$ cat src/rtl/sweep_response_meter_pkg.sv
// -----------------------------------------------------------------------------
// iir_sweep_pkg
// Purpose : shared types and constants for the sweep response meter.
//           Holds the measurement FSM state enum, the default sample width
//           and helpers that size the step and sample counters.
// Ports   : none (package)
// -----------------------------------------------------------------------------
package iir_sweep_pkg;

  localparam int DATA_WIDTH_DEFAULT     = 32;
  localparam int SETTLE_SAMPLES_DEFAULT = 48;
  localparam int WINDOW_SAMPLES_DEFAULT = 960;
  localparam int SWEEP_STEPS_DEFAULT    = 10;

  typedef enum logic [1:0] {
    ST_IDLE    = 2'd0,
    ST_SETTLE  = 2'd1,
    ST_MEASURE = 2'd2,
    ST_REPORT  = 2'd3
  } state_t;

  // Bits needed to index 0..n-1, never less than one bit.
  function automatic int width_of(input int n);
    return (n > 1) ? $clog2(n) : 1;
  endfunction

  localparam int STEP_W_DEFAULT = width_of(SWEEP_STEPS_DEFAULT);
  localparam int CNT_W_DEFAULT  = width_of((SETTLE_SAMPLES_DEFAULT > WINDOW_SAMPLES_DEFAULT) ?
                                           SETTLE_SAMPLES_DEFAULT : WINDOW_SAMPLES_DEFAULT);

endpackage

$ cat src/rtl/sweep_response_meter_tracker.sv
// -----------------------------------------------------------------------------
// minmax_tracker
// Purpose : running signed maximum / minimum of a sample stream.
// Ports   : clk, rst     - clock, synchronous active-high reset
//           i_clear      - zero both extremes
//           i_load       - first sample of a window: load max and min
//           i_update     - later sample: signed compare-and-replace
//           i_sample     - signed sample
//           o_max, o_min - current extremes
// -----------------------------------------------------------------------------
module minmax_tracker #(
  parameter int DATA_WIDTH = 32
) (
  input  logic                  clk,
  input  logic                  rst,
  input  logic                  i_clear,
  input  logic                  i_load,
  input  logic                  i_update,
  input  logic [DATA_WIDTH-1:0] i_sample,
  output logic [DATA_WIDTH-1:0] o_max,
  output logic [DATA_WIDTH-1:0] o_min
);

  logic signed [DATA_WIDTH-1:0] r_max;
  logic signed [DATA_WIDTH-1:0] r_min;
  logic signed [DATA_WIDTH-1:0] w_sample;

  assign w_sample = $signed(i_sample);

  // NOTE: state registers use non-blocking assignments so every flop samples
  // the pre-edge values, independent of statement order.
  always_ff @(posedge clk) begin
    if (rst || i_clear) begin
      r_max <= '0;
      r_min <= '0;
    end else if (i_load) begin
      r_max <= w_sample;
      r_min <= w_sample;
    end else if (i_update) begin
      if (w_sample > r_max) r_max <= w_sample;
      if (w_sample < r_min) r_min <= w_sample;
    end
  end

  assign o_max = r_max;
  assign o_min = r_min;

endmodule

$ cat src/rtl/sweep_response_meter.sv
// -----------------------------------------------------------------------------
// sweep_response_meter
// Purpose : measures the response of a filter across a frequency sweep.
//           For each step it drops SETTLE_SAMPLES valid samples, tracks the
//           signed max/min over WINDOW_SAMPLES valid samples, then holds the
//           result until the consumer accepts it and requests the next step.
// Ports   : clk, rst                  - clock, synchronous active-high reset
//           start                     - begin a sweep (honoured in IDLE only)
//           sample_valid, sample_in   - signed sample stream
//           result_ready              - consumer accepts the result
//           step_advance              - pulse: move stimulus to next frequency
//           busy                      - not IDLE
//           result_valid/_step/_max/_min/_p2p - presented result
//           done                      - pulse: final result accepted
// -----------------------------------------------------------------------------
module sweep_response_meter
  import iir_sweep_pkg::*;
#(
  parameter int DATA_WIDTH     = DATA_WIDTH_DEFAULT,
  parameter int SETTLE_SAMPLES = SETTLE_SAMPLES_DEFAULT,
  parameter int WINDOW_SAMPLES = WINDOW_SAMPLES_DEFAULT,
  parameter int SWEEP_STEPS    = SWEEP_STEPS_DEFAULT
) (
  input  logic                              clk,
  input  logic                              rst,
  input  logic                              start,
  input  logic                              sample_valid,
  input  logic [DATA_WIDTH-1:0]             sample_in,
  input  logic                              result_ready,
  output logic                              step_advance,
  output logic                              busy,
  output logic                              result_valid,
  output logic [width_of(SWEEP_STEPS)-1:0]  result_step,
  output logic [DATA_WIDTH-1:0]             result_max,
  output logic [DATA_WIDTH-1:0]             result_min,
  output logic [DATA_WIDTH:0]               result_p2p,
  output logic                              done
);

  localparam int STEP_W = width_of(SWEEP_STEPS);
  localparam int CNT_W  = width_of((SETTLE_SAMPLES > WINDOW_SAMPLES) ?
                                   SETTLE_SAMPLES : WINDOW_SAMPLES);

  localparam logic [CNT_W-1:0]  SETTLE_LAST = CNT_W'(SETTLE_SAMPLES - 1);
  localparam logic [CNT_W-1:0]  WINDOW_LAST = CNT_W'(WINDOW_SAMPLES - 1);
  localparam logic [STEP_W-1:0] STEP_LAST   = STEP_W'(SWEEP_STEPS - 1);

  state_t              r_state;
  logic [STEP_W-1:0]   r_step;
  logic [CNT_W-1:0]    r_cnt;
  logic                r_step_advance;
  logic                r_done;

  logic                w_measure_valid;
  logic                w_load;
  logic                w_update;
  logic                w_clear;
  logic [DATA_WIDTH-1:0] w_max;
  logic [DATA_WIDTH-1:0] w_min;
  logic [DATA_WIDTH:0]   w_p2p;

  always_ff @(posedge clk) begin
    if (rst) begin
      r_state        <= ST_IDLE;
      r_step         <= '0;
      r_cnt          <= '0;
      r_step_advance <= 1'b0;
      r_done         <= 1'b0;
    end else begin
      r_step_advance <= 1'b0;
      r_done         <= 1'b0;
      case (r_state)
        ST_IDLE: begin
          if (start) begin
            r_state <= ST_SETTLE;
            r_step  <= '0;
            r_cnt   <= '0;
          end
        end
        ST_SETTLE: begin
          if (sample_valid) begin
            if (r_cnt == SETTLE_LAST) begin
              r_cnt   <= '0;
              r_state <= ST_MEASURE;
            end else begin
              r_cnt <= r_cnt + 1'b1;
            end
          end
        end
        ST_MEASURE: begin
          if (sample_valid) begin
            if (r_cnt == WINDOW_LAST) begin
              r_cnt   <= '0;
              r_state <= ST_REPORT;
            end else begin
              r_cnt <= r_cnt + 1'b1;
            end
          end
        end
        ST_REPORT: begin
          if (result_ready) begin
            r_cnt <= '0;
            if (r_step == STEP_LAST) begin
              r_done  <= 1'b1;
              r_state <= ST_IDLE;
            end else begin
              r_step_advance <= 1'b1;
              r_step         <= r_step + 1'b1;
              r_state        <= ST_SETTLE;
            end
          end
        end
        default: r_state <= ST_IDLE;
      endcase
    end
  end

  // The window's first valid sample seeds both extremes, so stale values from
  // an earlier step or an aborted window never leak into a result.
  assign w_measure_valid = (r_state == ST_MEASURE) && sample_valid;
  assign w_load          = w_measure_valid && (r_cnt == '0);
  assign w_update        = w_measure_valid && (r_cnt != '0);
  assign w_clear         = (r_state == ST_IDLE) && start;

  minmax_tracker #(.DATA_WIDTH(DATA_WIDTH)) u_tracker (
    .clk      (clk),
    .rst      (rst),
    .i_clear  (w_clear),
    .i_load   (w_load),
    .i_update (w_update),
    .i_sample (sample_in),
    .o_max    (w_max),
    .o_min    (w_min)
  );

  // Sign-extend both operands by one bit: the true difference of two signed
  // N-bit values always fits in N+1 unsigned bits.
  assign w_p2p = {w_max[DATA_WIDTH-1], w_max} - {w_min[DATA_WIDTH-1], w_min};

  // Result fields are only driven while a result is presented, so they read
  // zero in IDLE and across reset.
  assign busy         = (r_state != ST_IDLE);
  assign result_valid = (r_state == ST_REPORT);
  assign result_step  = result_valid ? r_step : '0;
  assign result_max   = result_valid ? w_max  : '0;
  assign result_min   = result_valid ? w_min  : '0;
  assign result_p2p   = result_valid ? w_p2p  : '0;
  assign step_advance = r_step_advance;
  assign done         = r_done;

endmodule
$ cat config.mk
export PLATFORM = sky130hd
export DESIGN_NAME = sweep_response_meter
export DESIGN_NICKNAME = d
export VERILOG_FILES = /design/src/rtl/sweep_response_meter_pkg.sv /design/src/rtl/sweep_response_meter_tracker.sv /design/src/rtl/sweep_response_meter.sv
export SDC_FILE = /design/constraint.sdc
export NUM_CORES = 1
export LEC_CHECK = 0
export BUFFER_PORTS_ARGS = -buffer_cell sky130_fd_sc_hd__buf_4
export CAP_MARGIN = 20
export CELL_PAD_IN_SITES_DETAIL_PLACEMENT = 0
export CELL_PAD_IN_SITES_GLOBAL_PLACEMENT = 1
export CORE_MARGIN = 2
export CORE_UTILIZATION = 44
export CTS_CLUSTER_SIZE = 28
export DETAILED_ROUTE_END_ITERATION = 12
export MAX_ROUTING_LAYER = met4
export PLACE_DENSITY = 0.91
export REMOVE_ABC_BUFFERS = 1
export SKIP_CTS_REPAIR_TIMING = 1
export SYNTH_ARGS = -nofsm -noshare
export SYNTH_HDL_FRONTEND = slang
export SYNTH_SLANG_ARGS = --single-unit
export TNS_END_PERCENT = 1
$ cat constraint.sdc
create_clock -name clk -period 6.66 [get_ports clk]
set_clock_uncertainty 0.1 [all_clocks]
set_input_delay 0.333 -clock clk [delete_from_list [all_inputs] [get_ports clk]]
set_output_delay 0.333 -clock clk [all_outputs]
set_load 0.02 [all_outputs]
======== After elaboration in Yosys (flattened, before gate mapping) ========
Index checks and enable logic that the tools add are counted.
word-level totals
  register bits after elaboration ......... 82
  input port bits ......................... 37
  output and inout bits ................... 105
  logic and storage cells ................. 77
cells by class
  eq/ne operators ......................... 13
  reductions and logical operators ........ 19
  $add $sub $neg .......................... 3
  muxes and demuxes ....................... 31
  magnitude comparators ................... 2
  bitwise logic cells ..................... 2
operators with widths
  operator                                         number
  2-to-1 mux 32 bit                                8
  2-to-1 mux 10 bit                                6
  case mux 10 bit (4 select lines)                 1
  2-to-1 mux 33 bit                                1
  subtractor 32 x 32 -> 33 bit                     1
  > comparator 32 bit                              1
  < comparator 32 bit                              1
  2-to-1 mux 4 bit                                 4
  != test 2 bit (second input constant)            7
  2-to-1 mux 2 bit                                 6
  adder 10 x 1 -> 10 bit (second input constant)   1
  == test 10 bit (second input constant)           1
  == test 10 x 6 -> 1 bit (second input constant)  1
  logical NOT 10 bit                               1
  nonzero test 10 bit                              1
  nonzero test 2 bit                               5
  case mux 2 bit (4 select lines)                  1
  case mux 4 bit (2 select lines)                  1
  AND reduction 4 bit                              2
  AND reduction 6 bit                              1
  adder 4 x 1 -> 4 bit (second input constant)     1
  == test 2 bit (second input constant)            2
  == test 4 bit (second input constant)            1
  logical AND 1 bit                                4
  other kinds (7)                                  11

======== Logic depth before layout (Yosys ltp) ========
Gate-level depths: netlist of the first run.
  word-level depth ........................ 5
  gate-level depth with buffers ........... 13
  depth with buffers taken out ............ 13

======== Cells and area by module ========
From an unflattened synthesis of the first run, not the netlist that was laid out.
second synthesis, totals
  cells, all modules ...................... 1,000
  area, all modules ....................... 7,488.4 um2
modules (own cells, without submodules)
  module                area each (um2)  cells each  times used  seq. area each (um2)
  minmax_tracker        4,062.6          473         1           1,281.2
  sweep_response_meter  3,425.8          527         1           360.3

======== Worst setup path before layout of the first run ========
OpenSTA, ideal clock, no wires.
  path kind ............................... register to output
  from .................................... register u_tracker.r_max[0] (netlist: u_tracker.o_max[0])
  to ...................................... output result_p2p[30]
  path buffers ............................ 0
  required time ........................... 6.227 ns
  cell stages (with the launch flop) ...... 14
  arrival ................................. 2.921 ns
  path slack .............................. 3.306 ns
  path through ............................ dfxtp_1 > inv_1 > ha_1 > inv_1 > fa_1 > a211oi_1 > o211ai_1 > a31oi_1 > o22a_1 > o221ai_1 > a41o_1 > a31oi_1 > xor2_1 > nor2_1
on the way
  cells in the longest elaborated chain, start to end .. 2
RTL lines
  element                       RTL line                            source
  start, declared               sweep_response_meter_tracker.sv:24  logic signed [DATA_WIDTH-1:0] r_max;
  start signal, assigned        sweep_response_meter_tracker.sv:37  r_max <= w_sample;
  start signal, assigned        sweep_response_meter_tracker.sv:40  if (w_sample > r_max) r_max <= w_sample;
  subtractor 32 x 32 -> 33 bit  sweep_response_meter.sv:138         assign w_p2p = {w_max[DATA_WIDTH-1], w_max} - {w_min[DATA_WIDTH-1], w_min};
  2-to-1 mux 33 bit             sweep_response_meter.sv:147         assign result_p2p = result_valid ? w_p2p : '0;
  end, declared                 sweep_response_meter.sv:36          output logic [DATA_WIDTH:0] result_p2p,
Every way passes these cells.

======== Final worst setup path of the first run ========
Ends and elaborated chain as after synthesis.

==> impl_metrics.toml, run 1 <==
[clock_network]
clk_pin_slew_ps = 60
root_buffer = "clkbuf_16"
insertion_delay_ps = 350
cts_sinks = 82
cts_tree = "built"
cts_max_path_buffers = 2
h-tree-depth = 3
numCtsBuffers = 9

[routing]
wire_per_inst_um = 16.1
drc = 0
wirelength_um = 19200
vias = 6641
drt_iter0_drc = 443
vias_per_cell = 5.59
antenna_left = 0
dr.pass1.iters = 5

[finish]
final_nets = 1136
antennaDiodeCount = 0
final_cell_mix = "148 x buf_4, 125 x nor2_1, 103 x ha_1"
area_growth_pct = 22.2
n_fill_cell = 1453
final_common_cell = "buf_4"
final_layout_size_suffix_gt1_share_pct = 17.3

[critical_path]
cp.arrival_ps = 3860
path_cells = "inv_1 -> ha_1 -> inv_1 -> fa_1 -> a211oi_1 -> o211ai_1 -> a31oi_1 -> o22a_1 -> o221ai_1 -> a41o_1 -> a31oi_1 -> xor2_1 -> nor2_1 -> buf_4"
critPathTopFamily = "compound AO/OA/AOI/OAI gates"
cp-start-kind = "flop"
critPathLaunch = "u_tracker.o_max[0]$_SDFFE_PP0P_"
slowest_stage = "fa_1"
r2r_start = "u_tracker.o_max[9]$_SDFFE_PP0P_"
path_class = "flop to output pin"
cp.required_ps = 6230
end_kind = "output pin"
reg2reg_slack_ps = 3220
reg2reg_depth = 12
worst-path-max-fanout = 4
reg2reg_to = "u_tracker.o_max[27]$_SDFFE_PP0P_"
max_stage_delay_ps = 420
path_buf_inv = 3

[run_status]
status = "completed"

[worst_hold_path]
min_to = "u_tracker.o_min[0]$_SDFFE_PP0P_"
hold_depth = 3
min_path_type = "primary input to flop"
hp-start = "sample_in[0]"

[die]
initial_core_util_pct = 44.6
io_pins = 142
die_h_um = 127
rows = 45
die_w_um = 127
die-area_um2 = 16200
fp.coreArea_um2 = 15000

[placement]
port_buffers = 141
place_hpwl_um = 14000
place_congestion = 0.910

[timing]
period_needed_ps = 4300
setup-tns-final_ps = 0
fmax_ghz = 0.233
hold_viol_final = 0
setup-violations-final = 0
slew-limit-headroom_pct = 47.2
slew_violations = 0
tightestPinTransition_ps = 792
finalCritPeriodShare_pct = 64.5
rsz0062_at_grt = "no"

[global_routing]
overflow = 0
grt_pass1_wl_um = 30900
grt_pass1_vias = 6086
grt_use_total_pct = 24.2
antenna_found_initial = 0
grt_max_degree = 67

[pwr]
finalPower_mw = 2.21
p_leak_nw = 3.49
peakVddDrop_uv = 236
p_per_area_nw_per_um2 = 270

[synth]
netlist_area_um2 = 6700
synthFlopType = "dfxtp_1"
avgSynthCellArea_um2 = 7.64
synth_edf_count = 0
yosysTopAreaCell = "dfxtp_1"
synth_seq_cells = 82
yosysUniqueCellTypes = 55
yosysTopAreaCellShare_pct = 24.5
synth.area.top_cells = "dfxtp_1 24%, ha_1 19%, o31ai_1 7.1%, nor2_1 7.0%, nand3_1 5.5%"
ys_async_sr_fraction_pct = 0
synth-seq-area-share_pct = 24.5
synth_warnings = 0
synth_cells = 877

[flow_run]
maxCapViolCount = 0
==> cell families after synthesis <==
logic type | after synthesis | synth area share (%)
buffers and inverters | 122 | 7.39
adder cells (fa/ha/maj) | 104 | 19.5
multiplexers | 2 | 0.299
XOR/XNOR | 35 | 4.57
flip-flops | 82 | 24.5
AO/OA/AOI/OAI | 221 | 22.4
AND/OR/NAND/NOR | 311 | 21.4
==> power breakdown <==
part	switching, mW	leakage (nW)	internal, mW
Combinational	0.696	2.69	0.446
Clock	0.219	0.145	0.311
Sequential	0.0182	0.661	0.518
Total	0.933	3.49	1.28
==> worst min-delay path, delay by kind of cell <==
family | cells | cell delay (ps)
AND/OR/NAND/NOR | 1 | 50
AO/OA/AOI/OAI | 1 | 60
buffers and inverters | 1 | 100
==> per-layer routing <==
layer  vias up  GRT usage, %  part of all wire, %
li1       3367             -                    -
met1      3066          33.1                   48
met2       184          37.1                   45
met3        24          3.06                  5.0
met4         0          7.89                  1.9
met5         -             -                    0
==> Yosys cell counts (2+ instances only) <==
cell type	instances
buf_6	4
nor2_1	125
xnor2_1	17
a221oi_1	2
nand2_1	46
a211oi_1	8
nand4_1	19
inv_1	81
a21oi_1	50
a41o_1	2
nor2b_1	6
mux2i_1	2
dfxtp_1	82
o21ai_0	30
or4_1	2
nand3_1	73
o21a_1	4
and3_1	5
a31oi_1	6
clkbuf_1	34
o22a_1	2
nor3_1	9
a21boi_0	2
nor4_1	4
nand2b_1	6
a21o_1	28
buf_4	2
or2_2	2
xor2_1	18
a2111o_1	2
o211ai_1	6
and2_1	6
ha_1	103
o21bai_1	3
nand3b_1	4
o31ai_1	63
==> state kept, by name, summed over array words and instances (netlist names) <==
name / cells
done: 1
u_tracker.o_max: 32
r_state: 2
r_cnt: 10
step_advance: 1
r_step: 4
u_tracker.o_min: 32
==> worst max path at each step <==
stage | end | slack (ps) | depth (start not counted)
after floorplan | u_tracker.o_max[0]$_SDFFE_PP0P_ | 2390 | 11
after global placement | result_p2p[30] | 2820 | 14
after detailed placement | result_p2p[30] | 2750 | 14
after CTS | result_p2p[30] | 2360 | 14
after global routing | result_p2p[30] | 2080 | 14
final | result_p2p[30] | 2360 | 14
==> area by class of cell <==
type | count | area [um^2] | area share [%]
inverters | 81 | 304 | 3.71
multi-input cells | 673 | 4590 | 56.1
clock inverters | 4 | 50.0 | 0.611
well taps | 188 | 235 | 2.87
clock buffers | 12 | 256 | 3.13
repair buffers | 148 | 1110 | 13.6
flip-flops and latches | 82 | 1640 | 20.0
==> per-stage QoR <==
stage	area [um^2]	util (%)	setup WS, ps	hold WS (ps)	cells
floorplan	6510	-	2390	302	836
global placement	7880	52.4	2820	376	1172
detailed placement	7880	52.4	2750	385	1172
CTS	8190	54.5	2360	116	1188
global route	8190	54.5	2080	130	1188
finish	8190	54.5	2360	125	1188
(Power assumes the default switching activity.)
==> run 2, diff against run 1 <==
--- a/config.mk
+++ b/config.mk
@@ -5,16 +5,17 @@
 export SDC_FILE = /design/constraint.sdc
 export NUM_CORES = 1
 export LEC_CHECK = 0
+export ABC_AREA = 1
 export BUFFER_PORTS_ARGS = -buffer_cell sky130_fd_sc_hd__buf_4
 export CAP_MARGIN = 20
 export CELL_PAD_IN_SITES_DETAIL_PLACEMENT = 0
 export CELL_PAD_IN_SITES_GLOBAL_PLACEMENT = 1
 export CORE_MARGIN = 2
-export CORE_UTILIZATION = 44
+export CORE_UTILIZATION = 39
 export CTS_CLUSTER_SIZE = 28
 export DETAILED_ROUTE_END_ITERATION = 12
 export MAX_ROUTING_LAYER = met4
-export PLACE_DENSITY = 0.91
+export PLACE_DENSITY = 0.85
 export REMOVE_ABC_BUFFERS = 1
 export SKIP_CTS_REPAIR_TIMING = 1
 export SYNTH_ARGS = -nofsm -noshare
==> constraint.sdc (replaced) <==
create_clock -name clk -period 4.1 [get_ports clk]
set_clock_uncertainty 0.1 [all_clocks]
set_input_delay 0.205 -clock clk [delete_from_list [all_inputs] [get_ports clk]]
set_output_delay 0.205 -clock clk [all_outputs]
set_load 0.02 [all_outputs]
==> run 2 against run 1 <==
- combinational power rose to 2.9 times the previous value
- clock-buffer cell count is 2 lower
- synthesized cell count up 46%
- critical endpoint is now result_p2p[20]
==> impl_metrics.toml, run 2 <==
[critical_path]
path_common_cell = "nand2_1"
cp.arrival_ps = 3140
worst-path-max-fanout = 5
cp.required_ps = 3800
end_kind = "output pin"
cp-start-kind = "flop"
critPathTopFamily = "compound AO/OA/AOI/OAI gates"
max_stage_delay_ps = 390
path_class = "flop to output pin"
slowest_stage = "dfxtp_1"
path_cells = "ha_1 -> inv_1 -> fa_1 -> nand2_1 -> nand2_1 -> o21ai_1 -> o21ai_2 -> a21boi_1 -> o21bai_1 -> a21oi_1 -> o21ai_0 -> nor2_1 -> buf_4"
path_buf_inv = 2

[timing]
finalCritPeriodShare_pct = 83.9
slew_violations = 0
setup-violations-final = 0
fmax_ghz = 0.291
period_needed_ps = 3440
hold_viol_final = 0
setup-tns-final_ps = 0
tightestPinTransition_ps = 871
whs_ps = 50.5
rsz0062_at_grt = "no"
slew-limit-headroom_pct = 41.8

[die]
rows = 51
io_pins = 142
die-area_um2 = 20900
die_w_um = 145
die_h_um = 145
fp.coreArea_um2 = 19500
initial_core_util_pct = 39.7

[finish]
n_fill_cell = 2121
final_layout_size_suffix_gt1_share_pct = 12.7
regArea_um2 = 1640
final_cell_mix = "301 x nand2_1, 236 x inv_1, 186 x nor2_1"
final_nets = 1540
multi_input_area_um2 = 5020
final_common_cell = "nand2_1"
antennaDiodeCount = 0
area_growth_pct = 19.9

[synth]
synthXorXnorAreaFrac_pct = 1.36
synth_compound_area_share_pct = 15.2
synthFlopType = "dfxtp_1"
netlist_area_um2 = 7720
synth_edf_count = 0
yosysTopAreaCell = "dfxtp_1"
synth-simple-area-share_pct = 31.2
synth_top_family_by_area = "simple AND/OR/NAND/NOR gates"
synthAdderAreaFrac_pct = 16.9
synth.most_common_cell = "nand2_1"
yosysTopAreaCellShare_pct = 21.3
yosysUniqueCellTypes = 42
synth_commonest_cells = "301 x nand2_1, 237 x inv_1, 186 x nor2_1, 127 x a21oi_1, 103 x ha_1"
synth_cells = 1280
synth_mux_area_share_pct = 0
ys_async_sr_fraction_pct = 0
synth_seq_cells = 82
synth_warnings = 0
synth.area.top_cells = "dfxtp_1 21%, ha_1 17%, nand2_1 15%, inv_1 12%, nor2_1 9.0%"
synth-seq-area-share_pct = 21.3
avgSynthCellArea_um2 = 6.04

[clock_network]
cts_tree = "built"
numCtsBuffers = 9
h-tree-depth = 3
cts_sinks = 82
root_buffer = "clkbuf_16"
clk_pin_slew_ps = 70
insertion_delay_ps = 350
cts_max_path_buffers = 2

[routing]
vias = 8074
drt_iter0_drc = 428
antenna_left = 0
wire_per_inst_um = 13.4
dr.pass1.iters = 5
vias_per_cell = 4.84
drc = 0
wirelength_um = 22400

[pwr]
p_leak_nw = 4.95
finalPower_mw = 5.11
p_per_area_nw_per_um2 = 552
peakVddDrop_uv = 310

[placement]
port_buffers = 141
place_hpwl_um = 17500
place_congestion = 0.896

[worst_hold_path]
min_path_type = "primary input to flop"

[global_routing]
antenna_found_initial = 0
grt_pass1_vias = 7295
grt_use_total_pct = 22.1
overflow = 0
grt_max_degree = 65
grt_pass1_wl_um = 35700

[flow_run]
maxCapViolCount = 0

[run_status]
status = "completed"
run 2: cell count changes in the layout (fill, tap and decap cells not counted), moves of 16 or more:
cell	before	now
o21ai_0	30	46
nor2_1	125	186
o31ai_1	63	0
a21o_1	27	5
a21oi_1	49	126
inv_1	80	236
nand2_1	46	301
run 2: final timing paths:
check	depth (start not counted)	endpoint	start	slack [ps]
worst min-delay path	3	done$_SDFF_PP0_	result_ready	50
worst min register to register	2	r_cnt[9]$_SDFFE_PP0P_	r_cnt[9]$_SDFFE_PP0P_	390
worst max-delay path	13	result_p2p[20]	u_tracker.o_min[0]$_SDFFE_PP0P_	660
worst max register to register	13	u_tracker.o_min[2]$_SDFFE_PP0P_	u_tracker.o_min[31]$_SDFFE_PP0P_	1010
run 2: through the flow:
step | worst slack, ps | instances | instance area, um^2 | util (%)
finish | 660 | 1668 | 9260 | 47.6
floorplan | 517 | 1242 | 7540 | -
CTS | 689 | 1667 | 9250 | 47.5
detailed placement | 982 | 1652 | 8980 | 46.1
global route | 481 | 1668 | 9260 | 47.6
global placement | 1000 | 1652 | 8980 | 46.1
run 2: worst min-delay path: cells and delay by family:
kind,cells,cell delay [ps]
AND/OR/NAND/NOR,2,140
buffers and inverters,1,110
run 2: kinds of logic after synthesis:
family,Yosys count
AOI/OAI and AO/OA,214
xor gates and xnor gates,12
adders and majority gates,104
buffers and inverters,278
DFF,82
and+or+nand+nor,590
run 2: layout make-up:
cell class	count	share of cell area, %
multi-input cells	920	54.2
clock inverters	5	0.338
repair buffers	146	11.9
flip-flops and latches	82	17.7
clock buffers	10	2.58
well taps	265	3.58
inverters	240	9.73
run 2: report_power, final:
part,total [mW],leakage (nW),internal [mW],switching [mW]
Sequential,1.01,0.664,0.901,0.113
Combinational,3.33,4.15,1.15,2.19
Clock,0.767,0.134,0.421,0.345
run 2: metal layers:
metal	routed length [um]	part of all wire (%)	vias to the layer above	global-route usage [%]
li1	-	-	4277	-
met1	10900	49	3597	29.4
met2	10300	46	189	35.9
met3	1050	4.7	11	2.60
met4	174	0.78	0	5.11
met5	0	0	-	-
